**src/rtl/muldiv_ctrl_pkg.sv**
```systemverilog
// muldiv_ctrl_pkg: controller state encoding, M-extension funct3 codes and default latency limit
package muldiv_ctrl_pkg;
  typedef enum logic [2:0] {S_IDLE, S_ISSUE, S_WAIT, S_DRAIN, S_DONE} state_t;
  localparam logic [2:0] F_MUL    = 3'd0;
  localparam logic [2:0] F_MULH   = 3'd1;
  localparam logic [2:0] F_MULHSU = 3'd2;
  localparam logic [2:0] F_MULHU  = 3'd3;
  localparam logic [2:0] F_DIV    = 3'd4;
  localparam logic [2:0] F_DIVU   = 3'd5;
  localparam logic [2:0] F_REM    = 3'd6;
  localparam logic [2:0] F_REMU   = 3'd7;
  localparam int MAX_LAT_DEF = 40;
endpackage

```
**src/rtl/muldiv_ctrl.sv**
```systemverilog
// muldiv_ctrl: sequences M-extension ops through an external mul/div unit, with divide-by-zero shortcut and a one-entry result cache
module muldiv_ctrl
  import muldiv_ctrl_pkg::*;
#(
  parameter int DATA_WIDTH = 32,
  parameter int MAX_LAT    = MAX_LAT_DEF
) (
  input  logic                  clk,
  input  logic                  rst,
  input  logic                  req_i,
  input  logic [2:0]            funct3_i,
  input  logic [DATA_WIDTH-1:0] rs1_i,
  input  logic [DATA_WIDTH-1:0] rs2_i,
  input  logic                  flush_i,
  input  logic                  hold_i,
  output logic                  mdu_start_o,
  output logic [2:0]            mdu_funct3_o,
  output logic [DATA_WIDTH-1:0] mdu_rs1_o,
  output logic [DATA_WIDTH-1:0] mdu_rs2_o,
  input  logic                  mdu_busy_i,
  input  logic [DATA_WIDTH-1:0] mdu_result_i,
  output logic [DATA_WIDTH-1:0] result_o,
  output logic                  valid_o,
  output logic                  stall_o,
  output logic                  timeout_o
);
  localparam int CW = $clog2(MAX_LAT + 1);
  state_t state, state_nx;
  logic busy_seen, drain_seen, cache_vld;
  logic [CW-1:0] cnt;
  logic [2:0] cache_f3;
  logic [DATA_WIDTH-1:0] res_q, cache_rs1, cache_rs2, cache_res, sc_res;
  logic sc, hit, fast, done_ok, tmo;
  always_comb begin
    sc = (funct3_i inside {F_DIV, F_DIVU, F_REM, F_REMU}) && rs2_i == '0;
    sc_res = (funct3_i inside {F_REM, F_REMU}) ? rs1_i : '1;
    hit = cache_vld && cache_f3 == funct3_i && cache_rs1 == rs1_i && cache_rs2 == rs2_i;
    fast = state == S_IDLE && req_i && (sc || hit);
    done_ok = busy_seen && !mdu_busy_i;
    tmo = !done_ok && cnt == CW'(MAX_LAT - 1);
    mdu_start_o = state == S_ISSUE;
    valid_o = state == S_DONE || (fast && !flush_i);
    stall_o = req_i && state != S_DONE && !fast;
    result_o = state == S_IDLE ? (sc ? sc_res : hit ? cache_res : res_q) : res_q;
    state_nx = state;
    case (state)
      S_IDLE:  state_nx = (req_i && !flush_i && !sc && !hit) ? S_ISSUE : S_IDLE;
      S_ISSUE: state_nx = flush_i ? S_DRAIN : S_WAIT;
      S_WAIT:  state_nx = flush_i ? (mdu_busy_i ? S_DRAIN : S_IDLE) : (done_ok || tmo) ? S_DONE : S_WAIT;
      S_DRAIN: state_nx = (drain_seen && !mdu_busy_i) ? S_IDLE : S_DRAIN;
      S_DONE:  state_nx = (hold_i && !flush_i) ? S_DONE : S_IDLE;
      default: state_nx = S_IDLE;
    endcase
  end
  // cache and result capture only on a genuine completion; timeouts return zero uncached
  always_ff @(posedge clk or posedge rst) begin
    if (rst) begin
      state        <= S_IDLE;
      mdu_funct3_o <= '0;
      mdu_rs1_o    <= '0;
      mdu_rs2_o    <= '0;
      res_q        <= '0;
      busy_seen    <= 1'b0;
      drain_seen   <= 1'b0;
      cnt          <= '0;
      timeout_o    <= 1'b0;
      cache_vld    <= 1'b0;
      cache_f3     <= '0;
      cache_rs1    <= '0;
      cache_rs2    <= '0;
      cache_res    <= '0;
    end else begin
      state      <= state_nx;
      busy_seen  <= state == S_WAIT && (busy_seen || mdu_busy_i);
      drain_seen <= state == S_DRAIN;
      cnt        <= state == S_WAIT ? cnt + CW'(1) : '0;
      timeout_o  <= state == S_WAIT && !flush_i && tmo;
      if (state == S_IDLE && state_nx == S_ISSUE) begin
        mdu_funct3_o <= funct3_i;
        mdu_rs1_o    <= rs1_i;
        mdu_rs2_o    <= rs2_i;
      end
      if (state == S_WAIT && state_nx == S_DONE) begin
        res_q <= done_ok ? mdu_result_i : '0;
        if (done_ok) begin
          cache_vld <= 1'b1;
          cache_f3  <= mdu_funct3_o;
          cache_rs1 <= mdu_rs1_o;
          cache_rs2 <= mdu_rs2_o;
          cache_res <= mdu_result_i;
        end
      end
    end
  end
endmodule

```
**config.mk**
```make
export PLATFORM = sky130hd
export DESIGN_NAME = muldiv_ctrl
export DESIGN_NICKNAME = d
export VERILOG_FILES = /design/src/rtl/muldiv_ctrl_pkg.sv /design/src/rtl/muldiv_ctrl.sv
export SDC_FILE = /design/constraint.sdc
export NUM_CORES = 1
export LEC_CHECK = 0
export CAP_MARGIN = 30
export CORE_ASPECT_RATIO = 0.6
export CORE_MARGIN = 5
export CORE_UTILIZATION = 47
export CTS_CLUSTER_DIAMETER = 200
export DETAILED_ROUTE_END_ITERATION = 8
export PLACE_DENSITY = 0.85
export SETUP_SLACK_MARGIN = 0.3
export SYNTH_ARGS = -nofsm -noshare
export SYNTH_HDL_FRONTEND = slang
export SYNTH_SLANG_ARGS = --single-unit
```
**constraint.sdc**
```tcl
create_clock -name clk -period 6.9 [get_ports clk]
set_input_delay 0.69 -clock clk [delete_from_list [all_inputs] [get_ports clk]]
set_output_delay 0.69 -clock clk [all_outputs]
set_load 0.01 [all_outputs]
```
=== Word level (Yosys, flattened, before mapping) ===
Cells that the tools add are included.

* Add/subtract/negate cells: 1
* Eq/ne operators: 15
* Muxes and demuxes: 14
* Reductions and logical operators: 36

{| class="wikitable"
|+ Operators with widths
! cell !! count
|-
| 32-bit 2-to-1 mux || 5
|-
| 32-bit equality test || 2
|-
| 32-bit zero test || 1
|-
| 1-bit logical AND || 21
|-
| 3-bit equality test, second input constant || 6
|-
| 3-bit case mux with 5 select lines || 1
|-
| 3-bit 2-to-1 mux || 3
|-
| 6-bit by 1-bit adder with 6-bit output, second input constant || 1
|-
| 3-bit by 1-bit equality test with 1-bit output, second input constant || 2
|-
| 3-bit by 2-bit equality test with 1-bit output, second input constant || 2
|-
| 6-bit equality test, second input constant || 1
|-
| 1-bit zero test || 6
|-
| 6-bit 2-to-1 mux || 1
|-
| 1-bit logical OR || 4
|-
| 2-bit 2-to-1 mux || 2
|-
| 4-bit nonzero test || 1
|-
| 3-bit equality test || 1
|-
| 3-bit zero test || 1
|-
| 3-bit != test, second input constant || 1
|-
| 1-bit 2-to-1 mux || 2
|-
| 2-bit AND reduction || 1
|-
| 2-bit nonzero test || 1
|}

* Bits in registers: 211
* Input port bits: 105
* Output and inout bits: 103
* Word-level logic and storage cells: 80

=== Depth between registers and ports, before layout ===
Gate-level depths: netlist of the first run.

* Word-level depth: 11
* Gate-level depth with buffers: 9
* Gate-level depth less buffers: 6

=== Worst setup path after synthesis of the first run ===
Ideal clock, no wire load.

* Kind: input port to output port
* From: input port rs2_i[2]
* To: output port result_o[10]
* Arrival time: 2.366 ns
* Data required time: 6.210 ns
* Setup slack: 3.844 ns
* Stages: 8
* Path buffers: 2
* Cell sequence: nor4b_1 nand4_1 nor3_2 and2_1 buf_2 buf_2 a311oi_1 a211oi_1

* Cells in the longest elaborated chain, start to end: 5
* Elaborated cells between the ends (all ways): 7
* Those cells by class: 1 x eq/ne; 3 x mux; 3 x reduce/logical

{| class="wikitable"
|+ Ends and longest elaborated chain
! item !! line !! RTL
|-
| from (decl) || muldiv_ctrl.sv:13 || <nowiki>input logic [DATA_WIDTH-1:0] rs2_i,</nowiki>
|-
| 32-bit equality test || muldiv_ctrl.sv:37 || <nowiki>hit = cache_vld && cache_f3 == funct3_i && cache_rs1 == rs1_i && cache_rs2 == rs2_i;</nowiki>
|-
| 1-bit logical AND || muldiv_ctrl.sv:37 ||
|-
| 32-bit 2-to-1 mux || muldiv_ctrl.sv:44 || <nowiki>result_o = state == S_IDLE ? (sc ? sc_res : hit ? cache_res : res_q) : res_q;</nowiki>
|-
| 32-bit 2-to-1 mux * (2 in series) || muldiv_ctrl.sv:44 ||
|-
| to (decl) || muldiv_ctrl.sv:22 || <nowiki>output logic [DATA_WIDTH-1:0] result_o,</nowiki>
|}

Mark *: on every way between the ends. The rest lies on a longest branch, timed or not.

=== Worst setup path in the final report of the first run ===
* From: input port rs2_i[27]
* To: output port result_o[8]

The elaborated chain is that of the path after synthesis.

==> results.py, run 1 <==
metrics = {
    "clock_network": {
        "postCtsSetupRepairBufs": 0,
        "htree_levels": 1,
        "cts_hold_buf": 0,
        "tritoncts": "built",
        "numCtsBuffers": 20,
        "cts_buffer_depth": 3,
        "clock_sink_count": 211,
        "clock_latency_ns": 0.49,
        "ctsResizeCount": 0,
        "path_clk_slew_ns": 0.07,
        "clockRootBuffer": "clkbuf_16",
    },
    "sta": {
        "max_freq_mhz": 192,
        "report.final.slew_viol_count": 0,
        "setup-tns-final_ns": 0,
        "fin_crit_sh_pct": 75.5,
        "rsz0062_at_grt": "no",
        "relSlewSlack_pct": 32.5,
        "worst_pin_slew_ns": 1.00,
        "fin_skew_ns": 0.0120,
        "final-setup-viol-count": 0,
        "post-route-min-period_ns": 5.21,
        "finalHoldViolations": 0,
        "fin_ws_ns": 1.69,
    },
    "worst_setup_path": {
        "r2r_slack_ns": 3.30,
        "crit_required_ns": 6.21,
        "slowest_stage": "nor4_1",
        "worstPathCellList": "clkdlybuf4s50_1 > nor4_1 > nand4_1 > nor3_2 > and2_1 > buf_4 > a311oi_1 > a211oi_1 > clkdlybuf4s50_1",
        "cp.arrival_ns": 4.52,
        "crit_top_cell": "clkdlybuf4s50_1",
        "path_class": "primary input to output pin",
        "critPathMaxFanout": 32,
        "r2r-end": "mdu_rs2_o[15]",
        "start_kind": "primary input",
        "cpPeakStageDelay_ns": 0.88,
        "ff2ff_path_depth": 7,
        "endpoint_kind": "output pin",
        "reg2reg_from": "cache_rs1[8]",
    },
    "worst_hold_path": {
        "hold_start": "cnt[0]",
        "hold_path_class": "register to register",
        "min_path_cells": 1,
        "hold_path_end": "cnt[0]",
    },
    "routing": {
        "routed_wirelength_um": 30200,
        "drt_iter0_drc": 806,
        "vias": 7807,
        "drc": 0,
        "drtPass1Iterations": 5,
        "wl_met3_um": 3820,
        "dr.max_layer_used": "met4",
        "vias_per_cell": 5.78,
        "m1WireLength_um": 13300,
        "wire_per_inst_um": 22.4,
        "wl_met2_um": 12500,
        "ant_nets": 0,
    },
    "finish": {
        "final_common_cell": "dfrtp_1",
        "area_growth_syn_to_layout_pct": 30.3,
        "final_cell_mix": "211 x dfrtp_1, 207 x clkdlybuf4s50_1, 108 x mux2_2",
        "drive_above_1_share_pct": 16.3,
        "num-nets-final": 1165,
        "finalInstanceArea_um2": 13000,
        "diodes": 0,
    },
    "power": {
        "ir_drop_mv": 0.217,
        "p_per_area_nw_per_um2": 374,
        "p_leak_nw": 5.45,
    },
    "logic_synthesis": {
        "synthAdderAreaFrac_pct": 0.126,
        "syn_inst": 871,
        "synthMuxAreaShare_pct": 15.7,
        "synth_compound_area_share_pct": 10.1,
        "synth-seq-cells": 211,
        "yosys_most_used_dff": "dfrtp_1",
        "synth-simple-area-share_pct": 11.5,
        "synth_xor_area_share_pct": 5.10,
        "yosysUniqueCellTypes": 48,
        "avgSynthCellArea_um2": 11.4,
        "yosys_warnings": 0,
        "synth_top_family_by_area": "multiplexers",
        "syn-cell-area_um2": 9960,
        "syn_nets": 977,
        "synth_edf_count": 0,
        "synthArstFlopShare_pct": 100,
        "ys_seq_area_share_pct": 53.0,
    },
    "placement": {
        "place_ws_ns": 1.95,
        "place_congestion": 0.980,
        "hpwl_um": 21900,
        "port_buffers": 207,
        "placed_area_um2": 12300,
    },
    "floorplan": {
        "std_cell_rows": 41,
        "die_y_um": 123,
        "io-pin-count": 208,
        "start_util_pct": 47.6,
        "core_area_um2": 20900,
        "die-area_um2": 24300,
        "die-width_um": 198,
    },
    "grt": {
        "gr-usage-all-layers_pct": 24.6,
        "grt_start_max_net_pins": 95,
        "grt_pass1_wl_um": 46400,
        "grt_pass1_vias": 7966,
        "overflow": 0,
        "antenna_found_initial": 0,
    },
    "status": {
        "outcome": "finished clean",
    },
    "job": {
        "maxCapViolCount": 0,
    },
}
state kept, by name, indices dropped and copies added, names as in the netlist, 3 cells and up:
name          count
cache_res        32
cache_rs1        32
cache_rs2        32
mdu_rs1_o        32
mdu_rs2_o        32
res_q            32
cnt               6
cache_f3          3
mdu_funct3_o      3
state             3
logic make-up (layout without fill, tap and decap cells):
| group | Yosys count | in the layout |
|---|---|---|
| AND/OR/NAND/NOR | 228 | 228 |
| flip-flops | 211 | 211 |
| AO/OA/AOI/OAI | 141 | 141 |
| multiplexers | 136 | 136 |
| buffers and inverters | 96 | 296 |
| XOR/XNOR | 58 | 58 |
| adder cells (fa/ha/maj) | 1 | 1 |
worst max-delay path by stage:
stage               cells after the start       from            to
detailed placement                      9  rs2_i[27]   result_o[4]
CTS                                     9  rs1_i[28]   result_o[8]
floorplan                               1        rst     busy_seen
global route                            9  rs2_i[27]   result_o[8]
finish                                  9  rs2_i[27]   result_o[8]
global placement                        9  rs2_i[27]  result_o[27]
Yosys cell counts (2+ instances only):
cell type	count	area, um2
a211o_1	2	17.5
mux2_4	9	135
buf_4	5	37.5
mux2_2	108	1220
xor2_1	5	43.8
o21ai_0	30	150
or3_1	3	18.8
a22o_1	3	26.3
o2111ai_1	2	17.5
nor2_1	48	180
nor2b_1	2	12.5
nor3_1	2	10.0
buf_2	21	105
buf_6	5	56.3
o22ai_1	32	200
dfrtp_1	211	5280
xnor2_1	53	464
nand4_1	33	206
buf_1	3	11.3
nor4b_1	2	17.5
a311oi_1	32	280
inv_1	38	143
mux2_1	19	214
nor3_2	2	20.0
and3_1	2	12.5
nand2b_1	31	194
nand2_1	71	267
nand3_1	9	45.0
clkbuf_1	23	86.3
a211oi_1	32	240
nor4_1	16	100
layer usage:
layer / track usage [%] / vias up
li1: - / 3501
met1: 36.4 / 3842
met2: 35.0 / 425
met3: 9.38 / 39
met4: 4.21 / 0
met5: 0 / -
where the power goes:
group | internal [mW] | total, mW | switching [mW]
registers | 1.66 | 1.98 | 0.318
logic | 0.920 | 1.71 | 0.787
clock network | 0.698 | 1.17 | 0.472
total | 3.28 | 4.86 | 1.58
metrics by stage:
step | cells | util, % | total power, mW | hold WS [ns]
floorplan | 871 | - | 2.81 | 0.433
global placement | 1313 | 58.4 | 3.62 | 0.447
detailed placement | 1316 | 58.7 | 3.68 | 0.465
CTS | 1350 | 62.0 | 4.86 | 0.474
global route | 1350 | 62.0 | 5.11 | 0.492
finish | 1350 | 62.0 | 4.86 | 0.473
cell type report:
| class | instances | area [um2] |
|---|---|---|
| clock buffers | 26 | 574 |
| clock inverters | 8 | 115 |
| fillers | 1693 | 7950 |
| inverters | 39 | 154 |
| multi-input cells | 564 | 4260 |
| flip-flops and latches | 211 | 5280 |
| well taps | 279 | 349 |
| repair buffers | 223 | 2240 |
critical path: cells and delay by family:
| family | cells | cell delay, ns |
|---|---|---|
| buffers and inverters | 3 | 1.42 |
| and+or+nand+nor | 4 | 1.90 |
| AOI/OAI and AO/OA | 2 | 0.47 |
Note: power is estimated with default switching activity, not from simulation.
==> inputs of run 2 (changes only) <==
- CORE_UTILIZATION: 47 -> 52
- PLACE_DENSITY: 0.85 -> 0.89
- clock period: 6.9 -> 4.9 ns (I/O delays scaled with it)
==> results.py, run 2 (synthesized netlist as in run 1, its figures left out) <==
metrics = {
    "status": {
        "outcome": "finished clean",
    },
    "sta": {
        "max_freq_mhz": 231,
        "post-route-min-period_ns": 4.33,
        "setup-tns-final_ns": 0,
        "worst_pin_slew_ns": 0.884,
        "report.final.slew_viol_count": 0,
        "fin_ws_ns": 0.568,
        "fin_crit_sh_pct": 88.4,
        "whs_ns": 0.461,
        "rsz0062_at_grt": "no",
        "fin_skew_ns": 0.0176,
        "finalHoldViolations": 0,
        "relSlewSlack_pct": 41.1,
        "final-setup-viol-count": 0,
    },
    "job": {
        "maxCapViolCount": 0,
    },
    "floorplan": {
        "std_cell_rows": 39,
        "core_area_um2": 18900,
        "io-pin-count": 208,
        "die_y_um": 117,
        "die-area_um2": 22100,
        "start_util_pct": 52.6,
        "die-width_um": 189,
    },
    "power": {
        "ir_drop_mv": 0.307,
        "pwr-share-comb_pct": 35.9,
        "intPower_mw": 4.49,
        "p_clk_share_pct": 22.4,
        "p_leak_nw": 5.40,
        "swShare_pct": 32.9,
        "p_per_area_nw_per_um2": 520,
        "p_seq_share_pct": 41.7,
        "p_sw_mw": 2.20,
        "finalPower_mw": 6.69,
    },
    "grt": {
        "antenna_found_initial": 0,
        "overflow": 0,
        "grt_pass1_wl_um": 45300,
        "grt_start_max_net_pins": 113,
        "gr-usage-all-layers_pct": 26.3,
        "grt_pass1_vias": 7877,
    },
    "worst_setup_path": {
        "start_kind": "primary input",
        "endpoint_kind": "output pin",
        "r2r-end": "mdu_rs2_o[31]",
        "cp.arrival_ns": 3.84,
        "r2r_slack_ns": 1.72,
        "crit_required_ns": 4.41,
        "startpoint": "rs1_i[1]",
        "path_class": "primary input to output pin",
        "ff2ff_path_depth": 8,
        "reg2reg_from": "cache_rs1[1]",
        "crit_end": "result_o[2]",
        "critPathMaxFanout": 34,
    },
    "finish": {
        "final_common_cell": "dfrtp_1",
        "regArea_um2": 5280,
        "multiInputGateArea_um2": 4260,
        "utilization_pct": 68.0,
        "final_cells": 1315,
        "final_cell_mix": "211 x dfrtp_1, 207 x clkdlybuf4s50_1, 108 x mux2_2",
        "area_growth_syn_to_layout_pct": 29.2,
        "drive_above_1_share_pct": 16.1,
        "finalInstanceArea_um2": 12900,
        "num-nets-final": 1164,
        "fill_cells": 1385,
    },
    "clock_network": {
        "tritoncts": "built",
        "clock_sink_count": 211,
        "ctsResizeCount": 0,
        "htree_levels": 1,
        "postCtsSetupRepairBufs": 0,
        "cts_hold_buf": 0,
        "clockRootBuffer": "clkbuf_16",
        "clock_latency_ns": 0.50,
        "path_clk_slew_ns": 0.06,
        "numCtsBuffers": 20,
        "cts_buffer_depth": 3,
    },
    "routing": {
        "drc": 0,
        "ant_nets": 0,
        "routed_wirelength_um": 29600,
        "vias": 7835,
        "wire_per_inst_um": 22.5,
        "drtPass1Iterations": 5,
        "vias_per_cell": 5.96,
        "drt_iter0_drc": 763,
    },
    "placement": {
        "placed_area_um2": 12200,
        "port_buffers": 207,
        "place_ws_ns": 0.810,
        "place_congestion": 0.947,
        "hpwl_um": 21600,
        "dp.cells": 1282,
    },
    "worst_hold_path": {
        "hold_path_class": "primary input to asynchronous set/reset pin",
    },
}
-- run 2: cell count changes in the layout (fill, tap and decap cells not counted), sizes merged --
cell	delta
bufinv	-3
inv	-1
diode	+1
clkbuf	+2
clkinv	-1
clkinvlp	+1
buf	-1
-- run 2: final cells by class --
class	instances	share of cell area (%)
Inverter	39	1.17
Clock buffer	28	4.68
Sequential cell	211	41.0
Timing Repair Buffer	222	17.4
Clock inverter	4	0.185
Antenna cell	1	0.0194
Tap cell	246	2.39
Multi-Input combinational cell	564	33.1
-- run 2: how the worst min path moves through the flow --
| stage | cells after the start | from | endpoint |
|---|---|---|---|
| after global placement | 1 | cnt[0] | cnt[0] |
| after CTS | 2 | rst | mdu_rs2_o[2] |
| after floorplan | 1 | cnt[0] | cnt[0] |
| final | 2 | rst | res_q[29] |
| after global routing | 2 | rst | mdu_rs2_o[2] |
| after detailed placement | 2 | res_q[15] | res_q[15] |
-- run 2: layer usage --
metal  vias up  GRT usage [%]  routed length, um
met4         0           5.05                531
met3        49           10.5               3720
met2       417           38.6              12500
met5         -              0                  0
met1      3867           37.5              12900
li1       3502              -                  -
-- run 2: power groups by stage --
| stage | logic, mW | registers (mW) | clock network (mW) |
|---|---|---|---|
| 2_1_floorplan | 1.14 | 2.81 | 0 |
| 3_3_place_gp | 2.31 | 2.77 | 0 |
| 3_5_place_dp | 2.37 | 2.81 | 0 |
| 4_1_cts | 2.39 | 2.79 | 1.53 |
| 5_1_grt | 2.56 | 2.87 | 1.60 |
| 6_report | 2.40 | 2.79 | 1.50 |
-- run 2: critical path, stage by stage --
cell	delay, ns
clkdlybuf4s50_1	0.47
xnor2_1	0.54
nand4_1	0.20
nor4_1	0.42
and3_1	0.22
buf_4	0.39
a311oi_1	0.18
a211oi_1	0.29
clkdlybuf4s50_1	0.62
==> inputs of run 3 (changes only) <==
- CTS_CLUSTER_SIZE: default -> 14
==> results.py, run 3 (synthesized netlist as in run 1, its figures left out) <==
metrics = {
    "worst_setup_path": {
        "start_kind": "primary input",
        "r2r-end": "mdu_rs2_o[13]",
        "crit_top_cell": "clkdlybuf4s50_1",
        "cp_top_family": "buffers and inverters",
        "startpoint": "rs2_i[27]",
        "reg2reg_from": "cache_rs1[1]",
        "worstPathCellList": "clkdlybuf4s50_1 > xnor2_1 > nand4_1 > nor4_1 > and3_1 > buf_4 > a311oi_1 > a211oi_1 > clkdlybuf4s50_1",
        "slowest_stage": "clkdlybuf4s50_1",
        "path_class": "primary input to output pin",
        "crit_required_ns": 4.41,
        "r2r_slack_ns": 1.79,
        "cp.arrival_ns": 3.78,
        "endpoint_kind": "output pin",
        "cpPeakStageDelay_ns": 0.62,
        "ff2ff_path_depth": 8,
        "critPathMaxFanout": 34,
        "cp.depth": 9,
        "crit_buf_inv": 3,
        "crit_end": "result_o[2]",
    },
    "clock_network": {
        "numCtsBuffers": 19,
        "cts_buffer_depth": 3,
        "path_clk_slew_ns": 0.06,
        "tritoncts": "built",
        "postCtsSetupRepairBufs": 0,
        "htree_levels": 1,
        "clock_sink_count": 211,
        "clock_latency_ns": 0.50,
        "cts_hold_buf": 0,
        "clockRootBuffer": "clkbuf_16",
        "ctsResizeCount": 0,
    },
    "floorplan": {
        "start_util_pct": 52.6,
        "die_y_um": 117,
        "core_area_um2": 18900,
        "die-area_um2": 22100,
        "std_cell_rows": 39,
        "io-pin-count": 208,
        "die-width_um": 189,
    },
    "power": {
        "p_leak_nw": 5.34,
        "p_seq_share_pct": 42.9,
        "pwr-share-comb_pct": 36.9,
        "p_sw_mw": 2.17,
        "swShare_pct": 33.3,
        "p_per_area_nw_per_um2": 510,
        "ir_drop_mv": 0.285,
        "p_clk_share_pct": 20.2,
        "intPower_mw": 4.34,
    },
    "sta": {
        "finalHoldViolations": 0,
        "fin_skew_ns": 0.0170,
        "post-route-min-period_ns": 4.27,
        "relSlewSlack_pct": 40.9,
        "fin_crit_sh_pct": 87.1,
        "final-setup-viol-count": 0,
        "whs_ns": 0.468,
        "worst_pin_slew_ns": 0.887,
        "fin_ws_ns": 0.634,
        "rsz0062_at_grt": "no",
        "report.final.slew_viol_count": 0,
        "setup-tns-final_ns": 0,
        "max_freq_mhz": 234,
    },
    "finish": {
        "final_cell_mix": "211 x dfrtp_1, 207 x clkdlybuf4s50_1, 108 x mux2_2",
        "num-nets-final": 1163,
        "area_growth_syn_to_layout_pct": 28.0,
        "fill_cells": 1417,
        "final_cells": 1305,
        "finalInstanceArea_um2": 12700,
        "drive_above_1_share_pct": 15.4,
        "final_common_cell": "dfrtp_1",
    },
    "placement": {
        "place_congestion": 0.947,
        "placed_area_um2": 12200,
        "place_ws_ns": 0.810,
        "dp.cells": 1282,
        "port_buffers": 207,
        "hpwl_um": 21600,
    },
    "routing": {
        "routed_wirelength_um": 29300,
        "vias": 7815,
        "drt_iter0_drc": 709,
        "ant_nets": 0,
        "wire_per_inst_um": 22.5,
        "drtPass1Iterations": 6,
        "drc": 0,
        "vias_per_cell": 5.99,
    },
    "grt": {
        "gr-usage-all-layers_pct": 26.0,
        "overflow": 0,
        "grt_pass1_vias": 7786,
        "grt_pass1_wl_um": 44900,
        "antenna_found_initial": 0,
        "grt_start_max_net_pins": 113,
    },
    "job": {
        "maxCapViolCount": 0,
    },
    "worst_hold_path": {
        "hold_path_class": "primary input to asynchronous set/reset pin",
    },
    "status": {
        "outcome": "finished clean",
    },
}
==> run 3: worst register-to-register path, stage by stage, from the launching register on <==
cell	delay, ns
dfrtp_1	0.39
xnor2_1	0.51
nand4_1	0.18
nor4_1	0.41
and3_1	0.22
buf_4	0.38
a211oi_4	0.23
buf_12	0.28
mux2_1	0.39
==> run 3: worst min-delay path by stage <==
stage,endpoint,from
finish,cache_res[29],rst
global route,cnt[0],cnt[0]
CTS,mdu_funct3_o[0],rst
detailed placement,res_q[15],res_q[15]
global placement,cnt[0],cnt[0]
floorplan,cnt[0],cnt[0]
==> run 3: area by class of cell <==
type	instances	area, um2	area share [%]
antenna	1	2.50	0.0196
clock buffer	20	479	3.76
clock inverter	2	25.0	0.196
inverter	39	150	1.18
multi-input combinational	564	4260	33.4
sequential	211	5280	41.4
tap	246	308	2.41
timing repair buffer	222	2240	17.6
==> run 3: power groups by stage <==
stage / Combinational [mW] / Sequential [mW] / Clock (mW)
CTS: 2.39 / 2.79 / 1.34
finish: 2.40 / 2.79 / 1.32
detailed placement: 2.37 / 2.81 / 0
global route: 2.56 / 2.87 / 1.41
floorplan: 1.14 / 2.81 / 0
global placement: 2.31 / 2.77 / 0
==> run 3: stage by stage <==
stage | power, mW | util [%]
finish | 6.50 | 67.3
global route | 6.83 | 67.3
detailed placement | 5.18 | 64.7
global placement | 5.07 | 64.5
floorplan | 3.95 | -
CTS | 6.52 | 67.3
==> run 3: routing by layer <==
metal	vias up	part of all wire, %	routed length [um]	global-route usage, %
li1	3490	-	-	-
met1	3897	43	12600	37.4
met2	397	43	12500	38.8
met3	31	13	3740	9.78
met4	0	1.6	460	4.46
met5	-	0	0	0
